`src/rtl/uc_control_if.sv`:
```
// Datapath-side bundle for the microcontroller sequencing control unit.
// master = datapath (opcode, z); slave = uc_control (selects and enables).
interface uc_control_if;
   logic [5:0] opcode;
   logic       z;
   logic       s_inc;
   logic       s_inm;
   logic       we3;
   logic [2:0] op;
   logic       pc_en;
   logic       z_en;

   modport master (
      output opcode, z,
      input  s_inc, s_inm, we3, op, pc_en, z_en
   );

   modport slave (
      input  opcode, z,
      output s_inc, s_inm, we3, op, pc_en, z_en
   );
endinterface

```
`src/rtl/uc_control.sv`:
```
// Sequencing control for the single-cycle 8-bit datapath: decode, run/hold/halt, icount.
// Optional single-step port when UC_STEP_EN is defined.
module uc_control #(
   parameter int CNT_W    = 16,
   parameter int ILL_HALT = 0
) (
   input  logic             clk,
   input  logic             reset,
`ifdef UC_STEP_EN
   input  logic             step,
`endif
   input  logic             start,
   input  logic             hold,
   uc_control_if.slave      dp,
   output logic             halted,
   output logic             illegal,
   output logic [CNT_W-1:0] icount
);

   typedef enum logic [1:0] {
      S_IDLE, S_RUN, S_HOLD, S_HALT
   } state_t;

   state_t             state_q, state_d;
   logic [CNT_W-1:0]   cnt_q, cnt_d;
   logic               ill_q, ill_d;

   logic [3:0] fn;
   logic       is_alu, is_li, is_j, is_jz, is_jnz, is_halt, is_ill;
   logic       halt_go, exec, skip, retire;
   logic       s_inc, s_inm, we3, pc_en, z_en;
   logic [2:0] op;
   logic       unused_opc;

   assign fn         = dp.opcode[3:0];
   assign unused_opc = ^dp.opcode[5:4];

   assign is_alu  = ~fn[3];
   assign is_li   = (fn == 4'b1000);
   assign is_j    = (fn == 4'b1001);
   assign is_jz   = (fn == 4'b1010);
   assign is_jnz  = (fn == 4'b1011);
   assign is_halt = (fn == 4'b1111);
   assign is_ill  = (fn == 4'b1101) | (fn == 4'b1110);

   // An illegal opcode stops the core only when ILL_HALT is set
   assign halt_go = is_halt | (is_ill & (ILL_HALT != 0));

   always_comb begin
      state_d = state_q;
      exec    = 1'b0;
      skip    = 1'b0;
      unique case (state_q)
         S_IDLE: if (start) state_d = S_RUN;
         S_RUN: begin
            if (hold) state_d = S_HOLD;
            else      exec    = 1'b1;
         end
         S_HOLD: begin
`ifdef UC_STEP_EN
            if (step)       exec    = 1'b1;
            else if (!hold) state_d = S_RUN;
`else
            if (!hold) state_d = S_RUN;
`endif
         end
         S_HALT: begin
            if (start) begin
               skip    = 1'b1;
               state_d = S_RUN;
            end
         end
         default: state_d = S_IDLE;
      endcase
      if (exec && halt_go) state_d = S_HALT;
   end

   always_comb begin
      s_inc = 1'b1;
      s_inm = 1'b0;
      we3   = 1'b0;
      op    = 3'b000;
      pc_en = 1'b0;
      z_en  = 1'b0;
      if (exec) begin
         unique case (1'b1)
            is_alu: begin
               op   = fn[2:0];
               we3  = 1'b1;
               z_en = 1'b1;
            end
            is_li: begin
               we3   = 1'b1;
               s_inm = 1'b1;
            end
            is_j:    s_inc = 1'b0;
            is_jz:   s_inc = ~dp.z;
            is_jnz:  s_inc = dp.z;
            default: s_inc = 1'b1;
         endcase
         pc_en = ~halt_go;
      end
      // Leaving HALT steps past the HALT instruction without retiring it
      if (skip) pc_en = 1'b1;
   end

   assign retire = exec & ~halt_go;
   assign cnt_d  = retire ? cnt_q + CNT_W'(1) : cnt_q;
   assign ill_d  = ill_q | (exec & is_ill);

   always_ff @(posedge clk or negedge reset) begin
      if (!reset) begin
         state_q <= S_IDLE;
         cnt_q   <= '0;
         ill_q   <= 1'b0;
      end else begin
         state_q <= state_d;
         cnt_q   <= cnt_d;
         ill_q   <= ill_d;
      end
   end

   assign dp.s_inc = s_inc;
   assign dp.s_inm = s_inm;
   assign dp.we3   = we3;
   assign dp.op    = op;
   assign dp.pc_en = pc_en;
   assign dp.z_en  = z_en;

   assign halted  = (state_q == S_HALT);
   assign illegal = ill_q;
   assign icount  = cnt_q;
endmodule

```
`src/flat_wrapper.sv`:
```
// flat-port wrapper written by rule: the top's interface ports become plain ports
module uc_control_flat 
#(
   parameter int CNT_W    = 16,
   parameter int ILL_HALT = 0
)
  (clk, reset, start, hold, halted, illegal, icount, dp_opcode, dp_z, dp_s_inc, dp_s_inm, dp_we3, dp_op, dp_pc_en, dp_z_en);
  uc_control_if dp_i ();
  input  logic clk;
  input  logic reset;
  input  logic start;
  input  logic hold;
  output logic halted;
  output logic illegal;
  output logic [CNT_W-1:0] icount;
  input wire logic [$bits(dp_i.opcode)-1:0] dp_opcode;
  input wire logic [$bits(dp_i.z)-1:0] dp_z;
  output wire logic [$bits(dp_i.s_inc)-1:0] dp_s_inc;
  output wire logic [$bits(dp_i.s_inm)-1:0] dp_s_inm;
  output wire logic [$bits(dp_i.we3)-1:0] dp_we3;
  output wire logic [$bits(dp_i.op)-1:0] dp_op;
  output wire logic [$bits(dp_i.pc_en)-1:0] dp_pc_en;
  output wire logic [$bits(dp_i.z_en)-1:0] dp_z_en;
  assign dp_i.opcode = dp_opcode;
  assign dp_i.z = dp_z;
  assign dp_s_inc = dp_i.s_inc;
  assign dp_s_inm = dp_i.s_inm;
  assign dp_we3 = dp_i.we3;
  assign dp_op = dp_i.op;
  assign dp_pc_en = dp_i.pc_en;
  assign dp_z_en = dp_i.z_en;
  uc_control #(.CNT_W(CNT_W), .ILL_HALT(ILL_HALT)) u_core (.clk(clk), .reset(reset), .start(start), .hold(hold), .dp(dp_i), .halted(halted), .illegal(illegal), .icount(icount));
endmodule
```
`config.mk`:
```
export PLATFORM = sky130hd
export DESIGN_NAME = uc_control_flat
export DESIGN_NICKNAME = d
export VERILOG_FILES = /design/src/rtl/uc_control_if.sv /design/src/rtl/uc_control.sv /design/src/flat_wrapper.sv
export SDC_FILE = /design/constraint.sdc
export NUM_CORES = 1
export LEC_CHECK = 0
export ABC_AREA = 1
export BUFFER_PORTS_ARGS = -buffer_cell sky130_fd_sc_hd__buf_2
export CORE_ASPECT_RATIO = 1.2
export CORE_MARGIN = 8
export CORE_UTILIZATION = 45
export CTS_CLUSTER_DIAMETER = 30
export CTS_CLUSTER_SIZE = 25
export DETAILED_ROUTE_END_ITERATION = 8
export PLACE_DENSITY = 0.81
export SLEW_MARGIN = 20
export SYNTH_ARGS = -nofsm -noshare
export SYNTH_HDL_FRONTEND = slang
export SYNTH_SLANG_ARGS = --single-unit
```
`constraint.sdc`:
```
create_clock -name clk -period 1.66 [get_ports clk]
set_input_delay 0.332 -clock clk [delete_from_list [all_inputs] [get_ports clk]]
set_output_delay 0.332 -clock clk [all_outputs]
set_load 0.01 [all_outputs]
```
* Word-level counts from Yosys, hierarchy flattened
Cells that the tools add are included.
Storage, ports and cells: bits of input ports 11, RAM bits 0, memory bits (read-only) 0, logic and storage cells 50, bits in registers 19, memories 0, bits in latches 0
Operators by class: magnitude comparators 0, reductions and logical operators 5, multiplexer cells 21, $mul 0, divide/modulo/power cells 0, equality and inequality tests 13, shift-type cells 0, bitwise gates (word level) 7, add/sub/neg operators 1
Operators by type and width (number):
- == test 4 bit (second input constant) | 7
- adder 16 x 1 -> 16 bit (second input constant) | 1
- two-way mux 1 bit | 13
- two-way mux 2 bit | 4
- two-way mux 3 bit | 2
- inequality test 3 x 2 -> 1 bit (second input constant) | 2
- one-hot mux 2 bit (3 select lines) | 1
- == test 2 bit (second input constant) | 2
- OR reduction 2 bit | 2
- inequality test 3 x 1 -> 1 bit (second input constant) | 1
- inverter 1 bit | 3
- one-hot mux 1 bit (3 select lines) | 1
- AND reduction 3 bit | 1
- AND 1 bit | 2
- == test 2 x 1 -> 1 bit (second input constant) | 1
- zero test 2 bit | 1
- OR 1 bit | 2
- logical AND 1 bit | 1

* Longest topological paths before layout
depth in word-level cells 5, depth in mapped cells 9, gate-level depth less buffers 9

* Least setup slack after synthesis
Ideal clock, no wire load.
kind flip-flop to output port, start point register u_core.state_q[1], end point output port dp_op[0], slack 93 ps, data required time 1328 ps, arrival time 1235 ps, cell stages (with the launch flop) 7, cell sequence dfrtp_1 -> inv_1 -> ha_1 -> nand2_2 -> nor2_1 -> inv_1 -> nor2_1
On the way: cells in the longest elaborated chain, start to end 3
RTL lines:
- from (decl) | line uc_control.sv:24 | state_t state_q, state_d;
- from (signal assigned) | line uc_control.sv:117 | state_q <= state_d;
- == test 2 x 1 -> 1 bit | line uc_control.sv:53 | unique case (state_q)
- two-way mux 1 bit | line uc_control.sv:53
- two-way mux 3 bit | line uc_control.sv:85 | if (exec) begin
- to (decl) | line flat_wrapper.sv:21 | output wire logic [$bits(dp_i.op)-1:0] dp_op;
No other way between the ends.

* Worst setup path in the final report
start point register u_core.state_q[1], end point output port dp_we3
On the way: cells in the longest elaborated chain, start to end 3
RTL lines:
- == test 2 x 1 -> 1 bit | line uc_control.sv:53
- two-way mux 1 bit | line uc_control.sv:53
- two-way mux 1 bit | line uc_control.sv:85
- to (decl) | line flat_wrapper.sv:20 | output wire logic [$bits(dp_i.we3)-1:0] dp_we3;
No other way between the ends.

==> impl_metrics.yaml <==
status:
  status: "complete, but fails checks"
  violations: "setup timing"
sta:
  worst_slew_pin_slew_ns: 0.434
  relSlewSlack: 0.711
  finalSetupViolCount: 6
  hold_violations: 0
  setup_ws_ns: -0.0741
  layout_min_cycle_time_ns: 1.73
  fmax_mhz: 577
  finalCritPeriodShare: 1.04
  rsz0062_at_grt: "yes"
  fin_skew_ns: 0.00698
  finalMaxSlewViolations: 0
min_path:
  min_to: "u_core.illegal"
  min_from: "dp_opcode[2]"
  min_path_cells: 3
  hold_class: "in -> reg"
power_and_ir_drop:
  p_leak_nw: 0.776
  peakVddDrop_mv: 0.815
  cellPowerDensity_mw_per_mm2: 1240
  report.power.total_mw: 1.93
cells_and_area:
  multi_input_area_um2: 716
  fillers: 225
  register_area_um2: 475
  fin_util: 0.617
  area_growth_pct: 30.1
  drive_above_1_share: 0.381
  n_antenna_cell: 0
  nNetsFinal: 210
  layoutNonFillerInstCount: 227
synthesis:
  ys_ff_latch: 19
  yosys-top-cells-area: "dfrtp_1 40%, nand2_1 13%, nor2_1 5.6%"
  syn_avg_cell_area_um2: 8.15
  synth-seq-area-share: 0.397
  ys_warn_count: 0
  netlist.area_leader.share: 0.397
  ys_types: 24
  synth_top_area_cell: "dfrtp_1"
  synth_compound_gate_area_share: 0.0532
  syn_area_mm2: 0.00120
  synth_fp_nets: 162
  synthSimpleGateAreaFrac: 0.368
  syn_inst: 147
  synthMuxAreaShare: 0
  synth_top_family_by_area: "simple AND/OR/NAND/NOR gates"
  synthAdderAreaFrac: 0.0418
  synth_xor_area_frac: 0.0866
drt:
  routed_wl_um: 2860
  route.vias.total: 1119
  antenna_left: 0
  firstDrtPassIters: 4
  drt-initial-drc-count: 20
  vias_per_cell: 4.93
  drcViolationCount: 0
  wl_per_cell_um: 12.6
clocking:
  cts.sinks: 19
  cts_tree: "done"
  cts_buffer_depth: 2
  clk_pin_slew_ns: 0.11
  numCtsBuffers: 3
  clock_latency_ns: 0.30
  htree_num_levels: 1
  root_buffer: "clkbuf_4"
worst_setup_path:
  critPathKind: "reg -> out"
  r2r_slack_ns: 0.11
  cp-end-kind: "primary output"
  r2r_end: "u_core.icount[13]"
  critPathLaunch: "u_core.state_q[1]"
  timing.rr.start: "u_core.state_q[1]"
  reg2reg_depth: 10
  worstPathRequired_ns: 1.33
  cp-start-kind: "flop"
  worstPathMaxFanout: 6
  crit_arrival_ns: 1.40
floorplanning:
  fp.dieH_um: 72.5
  rows: 20
  io_pins: 37
  core_mm2: 0.00253
  start_util: 0.474
  die_w_um: 63.1
  dieArea_mm2: 0.00458
placed_design:
  place_inst: 215
  io_buffers: 34
  dp_hpwl_um: 2160
  gp_congestion: 0.866
global_routing:
  grt_overflow_total: 0
  antenna_found_initial: 0
  track_usage: 0.131
  grt_max_degree: 20
  grt_pass1_vias: 1192
  grt_first_pass_wirelength_um: 4970
run:
  max-cap-violations: 0
## cell type report
type	instances	area share
multi-input cells	113	0.459
flip-flops and latches	19	0.305
repair buffers	44	0.159
inverters	14	0.0337
well taps	33	0.0265
clock buffers	4	0.0169
## flip-flops by register name (all words and copies together), names as in the netlist
register and flops:
u_core.illegal 1, u_core.state_q 2, u_core.icount 16
## layout by cell type, fill, tap and decap left out, types with 4 or more instances in the layout
cell	count
nand3_1	5
nand2_1	43
buf_4	9
nand4_1	5
nor2_1	16
xor2_1	5
nor2_2	5
buf_2	34
nand2_2	5
dfrtp_1	19
xnor2_1	5
inv_1	11
nor2_4	4
## worst max-delay path: stages (launching register included)
cell and delay (ns):
dfrtp_1 0.41, inv_2 0.08, ha_4 0.16, nand2_8 0.07
nor2_4 0.10, inv_2 0.06, o21ai_0 0.06, buf_2 0.15
## cells by family (layout without fill, tap and decap cells)
kind of cell | after synthesis | in the layout
AOI/OAI and AO/OA | 8 | 8
xor gates and xnor gates | 11 | 11
adders and majority gates | 4 | 4
buffers and inverters | 15 | 62
DFF | 19 | 19
and+or+nand+nor | 90 | 90
## Yosys cell counts
library cell and instances:
nand2_4 1, nand3_1 5, nor2_2 5, nand2_2 6
o21ai_0 3, nand3b_1 1, nor2_1 18, xor2_1 5
o21a_1 1, xnor2_2 1, nand3_2 2, nor2_4 2
dfrtp_1 19, nand4_1 5, nand2_1 43, o21bai_1 1
nor4_1 1, o21ai_4 1, xnor2_1 5, nor2_8 1
buf_6 1, ha_1 4, o21ai_2 2, inv_1 14
## metal layers
metal  global-route usage  up-vias  wire length (µm)
met5                    0        -                 0
li1                     -      554                 -
met3               0.0277        7               172
met4               0.0812        0                96
met1                0.136      521              1130
met2                0.236       37              1460
## worst max-delay path by stage
| stage | endpoint | slack, ns |
|---|---|---|
| final | dp_we3 | -0.07 |
| after floorplan | dp_op[0] | 0.09 |
| after global placement | dp_s_inc | 0.08 |
| after detailed placement | dp_s_inc | 0.03 |
| after global routing | dp_op[2] | -0.18 |
| after CTS | dp_s_inc | -0.11 |
## where the power goes
part	switching, mW	total [mW]	leakage, nW	internal (mW)
registers	0.129	0.706	0.245	0.577
clock network	0.145	0.239	0.0150	0.0938
logic	0.539	0.983	0.517	0.444
## what timing repair did
item / 4_1_cts / 5_1_grt
resized for setup: 7 / 6
pin swaps: 3 / 2
setup endpoints to repair: 8 / 10
buffers inserted: 6 / 1
hold endpoints to repair: 19 / 0
hold buffers: 1 / 0
## per-stage QoR
stage | hold WS [ns] | setup slack [ns] | setup TNS, ns | instance area [µm²]
CTS | 0.318 | -0.112 | -0.496 | 1520
global placement | 0.289 | 0.0815 | 0 | 1410
finish | 0.342 | -0.0741 | -0.352 | 1560
detailed placement | 0.297 | 0.0260 | 0 | 1410
global route | 0.341 | -0.176 | -0.940 | 1560
floorplan | 0.0364 | 0.0933 | 0 | 1200
No activity file was read; power rests on OpenSTA's default activity.
